**config.mk**
```make
export PLATFORM = sky130hd
export DESIGN_NAME = proc_phase_seq_flat
export DESIGN_NICKNAME = d
export VERILOG_FILES = /design/src/rtl/proc_phase_seq_if.sv /design/src/rtl/proc_phase_seq.sv /design/src/flat_wrapper.sv
export SDC_FILE = /design/constraint.sdc
export NUM_CORES = 1
export LEC_CHECK = 0
export CAP_MARGIN = 20
export CORE_MARGIN = 2
export CORE_UTILIZATION = 35
export DETAILED_ROUTE_END_ITERATION = 6
export MAX_ROUTING_LAYER = met4
export SYNTH_ARGS = -nofsm -noshare
export SYNTH_HDL_FRONTEND = slang
export SYNTH_SLANG_ARGS = --single-unit
```
**constraint.sdc**
```tcl
create_clock -name CLK -period 2.83 [get_ports CLK]
set_input_delay 0.4245 -clock CLK [delete_from_list [all_inputs] [get_ports CLK]]
set_output_delay 0.4245 -clock CLK [all_outputs]
set_load 0.1 [all_outputs]
```
**src/rtl/proc_phase_seq_if.sv**
```systemverilog
// Sequencer <-> control/memory bus for proc_phase_seq.
// master: the sequencer side; slave: the control unit / memory model side.
interface proc_phase_seq_if #(
  parameter int unsigned CNT_W = 16
);
  logic [1:0]       MEM_OP;
  logic             MEM_READY;
  logic             HALT;
  logic [2:0]       STATE;
  logic             MEM_REQ;
  logic             MEM_WE;
  logic             IR_LOAD;
  logic [CNT_W-1:0] INSTR_CNT;
  logic             ERR;

  modport master (
    input  MEM_OP, MEM_READY, HALT,
    output STATE, MEM_REQ, MEM_WE, IR_LOAD, INSTR_CNT, ERR
  );

  modport slave (
    output MEM_OP, MEM_READY, HALT,
    input  STATE, MEM_REQ, MEM_WE, IR_LOAD, INSTR_CNT, ERR
  );
endinterface

```
**src/rtl/proc_phase_seq.sv**
```systemverilog
// Multi-cycle fetch/decode/exe/mem/wb phase sequencer with memory wait states,
// halt/resume, retired-instruction counter and stall watchdog. Macro: PROC_SKIP_MEM_EN.
module proc_phase_seq #(
  parameter int unsigned CNT_W  = 16,
  parameter int unsigned WAIT_W = 4
) (
  input  logic             CLK,
  input  logic             RST,
  proc_phase_seq_if.master bus
);

  typedef enum logic [2:0] {
    S_FETCH  = 3'd0,
    S_DECODE = 3'd1,
    S_EXE    = 3'd2,
    S_MEM    = 3'd3,
    S_WB     = 3'd4,
    S_HALTED = 3'd5,
    S_ERR    = 3'd6,
    S_UNUSED = 3'd7
  } state_t;

  // Trip value is one below all-ones: the current not-ready cycle completes the count.
  localparam logic [WAIT_W-1:0] WAIT_TRIP = {{(WAIT_W-1){1'b1}}, 1'b0};

  state_t            state;
  state_t            state_nxt;
  logic [1:0]        op_q;
  logic [WAIT_W-1:0] wait_q;
  logic [CNT_W-1:0]  cnt_q;
  logic              mem_access;
  logic              wait_expired;
  logic              wait_counting;

  assign mem_access    = (op_q != 2'b00);
  assign wait_expired  = !bus.MEM_READY && (wait_q == WAIT_TRIP);
  assign wait_counting = (state == S_FETCH) || ((state == S_MEM) && mem_access);

  always_ff @(posedge CLK) begin
    if (RST) begin
      state <= S_FETCH;
    end else begin
      state <= state_nxt;
    end
  end

  always_comb begin
    state_nxt = state;
    case (state)
      S_FETCH: begin
        if (bus.MEM_READY)     state_nxt = S_DECODE;
        else if (wait_expired) state_nxt = S_ERR;
      end
      S_DECODE: state_nxt = S_EXE;
      S_EXE: begin
`ifdef PROC_SKIP_MEM_EN
        state_nxt = (bus.MEM_OP == 2'b00) ? S_WB : S_MEM;
`else
        state_nxt = S_MEM;
`endif
      end
      S_MEM: begin
        if (!mem_access || bus.MEM_READY) state_nxt = S_WB;
        else if (wait_expired)            state_nxt = S_ERR;
      end
      S_WB:     state_nxt = bus.HALT ? S_HALTED : S_FETCH;
      S_HALTED: state_nxt = bus.HALT ? S_HALTED : S_FETCH;
      S_ERR:    state_nxt = S_ERR;
      default:  state_nxt = S_FETCH;
    endcase
  end

  always_comb begin
    bus.MEM_REQ = 1'b0;
    bus.MEM_WE  = 1'b0;
    bus.IR_LOAD = 1'b0;
    bus.ERR     = 1'b0;
    case (state)
      S_FETCH: begin
        bus.MEM_REQ = 1'b1;
        bus.IR_LOAD = bus.MEM_READY;
      end
      S_MEM: begin
        bus.MEM_REQ = mem_access;
        bus.MEM_WE  = (op_q == 2'b10);
      end
      S_ERR:   bus.ERR = 1'b1;
      default: ;
    endcase
  end

  assign bus.STATE     = state;
  assign bus.INSTR_CNT = cnt_q;

  always_ff @(posedge CLK) begin
    if (RST) begin
      op_q   <= '0;
      wait_q <= '0;
      cnt_q  <= '0;
    end else begin
      if (state == S_EXE) op_q <= bus.MEM_OP;
      if (state == S_WB)  cnt_q <= cnt_q + 1'b1;
      if ((state_nxt != state) || bus.MEM_READY) begin
        wait_q <= '0;
      end else if (wait_counting) begin
        wait_q <= wait_q + 1'b1;
      end
    end
  end

endmodule

```
**src/flat_wrapper.sv**
```systemverilog
// flat-port wrapper written by rule: the top's interface ports become plain ports
module proc_phase_seq_flat 
#(
  parameter int unsigned CNT_W  = 16,
  parameter int unsigned WAIT_W = 4
)
  (CLK, RST, bus_MEM_OP, bus_MEM_READY, bus_HALT, bus_STATE, bus_MEM_REQ, bus_MEM_WE, bus_IR_LOAD, bus_INSTR_CNT, bus_ERR);
  proc_phase_seq_if #(.CNT_W(CNT_W)) bus_i ();
  input  logic CLK;
  input  logic RST;
  input wire logic [$bits(bus_i.MEM_OP)-1:0] bus_MEM_OP;
  input wire logic [$bits(bus_i.MEM_READY)-1:0] bus_MEM_READY;
  input wire logic [$bits(bus_i.HALT)-1:0] bus_HALT;
  output wire logic [$bits(bus_i.STATE)-1:0] bus_STATE;
  output wire logic [$bits(bus_i.MEM_REQ)-1:0] bus_MEM_REQ;
  output wire logic [$bits(bus_i.MEM_WE)-1:0] bus_MEM_WE;
  output wire logic [$bits(bus_i.IR_LOAD)-1:0] bus_IR_LOAD;
  output wire logic [$bits(bus_i.INSTR_CNT)-1:0] bus_INSTR_CNT;
  output wire logic [$bits(bus_i.ERR)-1:0] bus_ERR;
  assign bus_i.MEM_OP = bus_MEM_OP;
  assign bus_i.MEM_READY = bus_MEM_READY;
  assign bus_i.HALT = bus_HALT;
  assign bus_STATE = bus_i.STATE;
  assign bus_MEM_REQ = bus_i.MEM_REQ;
  assign bus_MEM_WE = bus_i.MEM_WE;
  assign bus_IR_LOAD = bus_i.IR_LOAD;
  assign bus_INSTR_CNT = bus_i.INSTR_CNT;
  assign bus_ERR = bus_i.ERR;
  proc_phase_seq #(.CNT_W(CNT_W), .WAIT_W(WAIT_W)) u_core (.CLK(CLK), .RST(RST), .bus(bus_i));
endmodule
```
Word-level counts from Yosys, hierarchy flattened
Index checks and enable logic that the tools add are counted.
{"block": "word_totals", "regBits": 25, "latchBits": 0, "ramBits": 0, "romBits": 0, "in_bits": 6, "out_inout_bits": 23, "wordCells": 35, "mem_count": 0}
{"block": "classes", "addsub": 2, "mul": 0, "n_div": 0, "n_lt_le_gt_ge": 0, "n_eq_ne": 9, "shift": 0, "n_mux": 9, "bitwise": 0, "n_reduce_logical": 11}
{"op": "$pmux W3 S6", "n": 1}
{"op": "$add A16 B1 Y16 const B", "n": 1}
{"op": "$mux W3", "n": 4}
{"op": "$eq A3 B3 Y1 const B", "n": 3}
{"op": "$eq A3 B2 Y1 const B", "n": 2}
{"op": "$add A4 B1 Y4 const B", "n": 1}
{"op": "$eq A4 B4 Y1 const B", "n": 1}
{"op": "$reduce_or A2 Y1", "n": 2}
{"op": "$eq A3 B1 Y1 const B", "n": 1}
{"op": "$logic_not A3 Y1", "n": 1}
{"op": "$logic_or A1 B1 Y1", "n": 3}
{"op": "$mux W1", "n": 3}
{"op": "$ne A3 B3 Y1", "n": 1}
{"op": "$eq A2 B2 Y1 const B", "n": 1}
{"op": "$logic_and A1 B1 Y1", "n": 2}
{"op": "$logic_not A1 Y1", "n": 2}
{"op": "$pmux W1 S2", "n": 1}
{"op": "$reduce_bool A2 Y1", "n": 1}

Depth between registers and ports, before layout
{"block": "logic_depth", "depth_word": 8, "ltp_mapped": 6, "depth_no_buf": 6}

Worst setup path after synthesis
No wires, ideal clock.
{"block": "synth_timing", "path_type": "reg-to-output", "from": "register u_core.state[1] (netlist: u_core.bus.STATE[1])", "to": "output port bus_MEM_WE", "t_arrival_ps": 4549, "required_time_ps": 2406, "slack_ps": -2144, "stages_incl_launch_ff": 4, "path_buffers": 1, "path_cell_list": "dfxtp_1 -> buf_2 -> nand2_1 -> nor4b_1"}
{"block": "synth_via", "elab_chain_len": 2}
{"element": "from (decl)", "line_no": "proc_phase_seq.sv:26", "rtl": "state_t state;"}
{"element": "from (signal assigned)", "line_no": "proc_phase_seq.sv:43", "rtl": "state <= state_nxt;"}
{"element": "$eq A3 B2 Y1", "line_no": "proc_phase_seq.sv:78", "rtl": "case (state)"}
{"element": "$mux W1", "line_no": "proc_phase_seq.sv:78"}
{"element": "to (decl)", "line_no": "flat_wrapper.sv:16", "rtl": "output wire logic [$bits(bus_i.MEM_WE)-1:0] bus_MEM_WE;"}
Every way passes these cells.

Final worst setup path
{"block": "layout_timing", "from": "register u_core.state[2] (netlist: u_core.bus.STATE[2])", "to": "output port bus_ERR"}
{"block": "layout_via", "elab_chain_len": 2}
{"element": "$eq A3 B3 Y1", "line_no": "proc_phase_seq.sv:78"}
{"element": "$mux W1", "line_no": "proc_phase_seq.sv:78"}
{"element": "to (decl)", "line_no": "flat_wrapper.sv:19", "rtl": "output wire logic [$bits(bus_i.ERR)-1:0] bus_ERR;"}
Every way passes these cells.

==> out/results.txt <==
Cells along the critical path - inv_1 > nor2_2 > buf_4
Clock skew - 0.0164 ns
Slowest-stage cell, CP - dfxtp_1
Number of global-route vias before repair - 1133
Initial antenna violation count - 0
Final Hold Viols - 0
Hold_buf cts - 0
Netlist cell types - 37
Crit Path Category - register to output pin
Leak Pwr - 0.000589 uW
CP Launch Type - register
H-tree levels - 1
Slew Limit Fails - 0
Max VDD drop - 0.218 mV
Synth Instances - 150
Longest Clk Path Bufs - 2
Slew @ Worst Pin - 0.573 ns
Avg Cell Area, Syn - 8.42 um^2
Number of synthesized register bits - 25
Worst hold path type - register to register
WL final - 2.78 mm
Worst-Skew Late Latency - 0.34 ns
Critical path peak fanout - 16
Syn Nets - 159
NumNets Final - 186
ANT cells - 0
DRT antenna net count - 0
Max Freq - 472 MHz
Relative slew slack - 61.7%
Buffers on Ports - 28
Period utilisation layout - 74.9%
Overall power - 707 uW
Pwr dens - 449 mW/mm^2
Setup TNS - 0 ns
Cts repair resizes - 0
Post-DP Area - 0.00154 mm^2
Core Region - 0.00339 mm^2
Ports - 29
Post-Route Utilization - 46.4%
CTS tree - yes
Die width - 64.1 um
Site Rows - 21
Top cell type's share of synthesized area - 39.6%
Placer Congestion - 0.857
CP required - 2.41 ns
DRT iter0 DRCs - 56
Die area - 0.00411 mm^2
Final setup vio count - 0
Area delta synth->final - 24.6%
MaxCap Viol Count - 0
Mapped Area - 0.00126 mm^2
Grt total ovfl - 0
Initial Utilization - 37.3%
Post-route cell area - 0.00157 mm^2
DRT Pass-1 Iters - 5
Sink Count - 25
First-pass GRT wire length - 4.73 mm
YS warnings - 0
Die Span Y - 64.1 um
Via count - 1169
Min cycle time layout - 2.12 ns
Arrival time at the worst endpoint - 1.70 ns
Vias/cell - 5.27
Setup Buffers After CTS - 0
Clk slew on worst S/H paths - 0.16 ns
Sequential-to-total area share from yosys stat - 39.6%
Share of cells above drive strength 1 - 21.0%
CP endpoint kind - output pin
Fillers - 332
DP Wirelength - 2.01 mm
CP peak stage delay - 0.71 ns
Worst hold slack - 0.494 ns
Aggregate global-route resource usage - 14.7%
Routed length per instance - 12.5 um
RSZ-0062 raised after global routing - no
Clk root buf - clkbuf_4
Drt drc - 0
Largest net degree at the start of global routing - 23
Cts bufs inserted - 3
Area contributors post-synth - dfxtp_1, a21oi_1, nor2_1, xor2_1, xnor2_1
Status - complete, no violations
Dominant cell type by area after synthesis - dfxtp_1
==> placed cells by master (no fill, tap or decap), drive strengths merged, types with 2 or more instances in the layout <==
cell and count:
nand2 8, or4 3, o21ai 9, xnor2 5
buf 24, dfxtp 25, xor2 7, clkdlybuf4s50 5
nand3 7, nor2 17, a211oi 2, a21oi 14
and3 3, nor3 5, ha 3, nand2b 2
o31ai 2, clkbuf 3, inv 4, or3 3
nand4 6, and2 4
==> critical path, delay by kind of cell, from the launching register on <==
family                 cells  cell delay [ns]
buffers and inverters      2             0.50
DFF                        1             0.71
and+or+nand+nor            1             0.16
==> sequential cells by signal (all words and copies together), names as in the netlist <==
register / count
u_core.bus.INSTR_CNT: 16
u_core.bus.STATE: 3
u_core.op_q: 2
u_core.wait_q: 4
==> cell usage after synthesis (all sizes together) <==
library cell / instances
a2111oi: 1
and2: 4
and4: 1
or3: 3
buf: 4
o21ba: 1
inv: 4
nand4: 6
a211o: 1
o211a: 1
clkbuf: 3
ha: 3
dfxtp: 25
nand3: 7
xor2: 7
nand2: 8
a22o: 1
mux2i: 1
nor2b: 1
nand2b: 2
a211oi: 2
nor4b: 1
or4: 3
and4bb: 1
o21ai: 9
nor3b: 1
nor3: 5
or2: 1
and3: 3
nand4b: 1
o31ai: 2
o211ai: 1
xnor2: 5
a21oi: 14
nor2: 17
==> power by group <==
part / switching, uW / internal [uW] / total (uW) / leakage (uW)
clock network: 119 / 54.3 / 174 / 0.0000139
logic: 105 / 44.3 / 150 / 0.000373
registers: 21.8 / 362 / 384 / 0.000203
==> stage by stage <==
step                std cells  worst slack [ns]
global placement          218             0.904
global route              222             0.593
floorplan                 150            0.0347
finish                    222             0.710
detailed placement        218             0.749
CTS                       222             0.709
==> kinds of logic (layout without fill, tap and decap cells) <==
group,after synthesis,in the layout,share of synthesized area [%]
buf+inv,11,37,3.66
mux,1,1,0.792
simple gates,65,65,28.9
fa+ha+maj,3,3,2.97
compound gates,33,33,15.7
flops,25,25,39.6
xor+xnor,12,12,8.32
==> layer usage <==
layer / share of wire, % / GRT usage, % / vias up
li1: - / - / 584
met2: 48 / 25.0 / 46
met4: 1.9 / 6.12 / 0
met3: 6.5 / 4.75 / 6
met1: 44 / 15.9 / 533
met5: 0 / - / -
==> path summary, 6_finish.rpt <==
| kind | start | end | slack [ns] | cells after the start |
|---|---|---|---|---|
| max | u_core.bus.STATE[2] | bus_ERR | 0.71 | 3 |
| max reg2reg | u_core.bus.STATE[2] | u_core.bus.INSTR_CNT[15] | 0.82 | 4 |
| min reg2reg | u_core.bus.INSTR_CNT[15] | u_core.bus.INSTR_CNT[15] | 0.49 | 2 |
| min | u_core.bus.INSTR_CNT[15] | u_core.bus.INSTR_CNT[15] | 0.49 | 2 |
==> final cells by class <==
class,count,area (um^2),share of cell area (%)
Sequential cell,25,503,32.0
Inverter,4,15.0,0.954
Tap cell,46,57.6,3.66
Timing Repair Buffer,29,230,14.6
Clock buffer,3,22.5,1.43
Clock inverter,1,7.51,0.477
Multi-Input combinational cell,114,738,46.9
(Power assumes the default switching activity.)
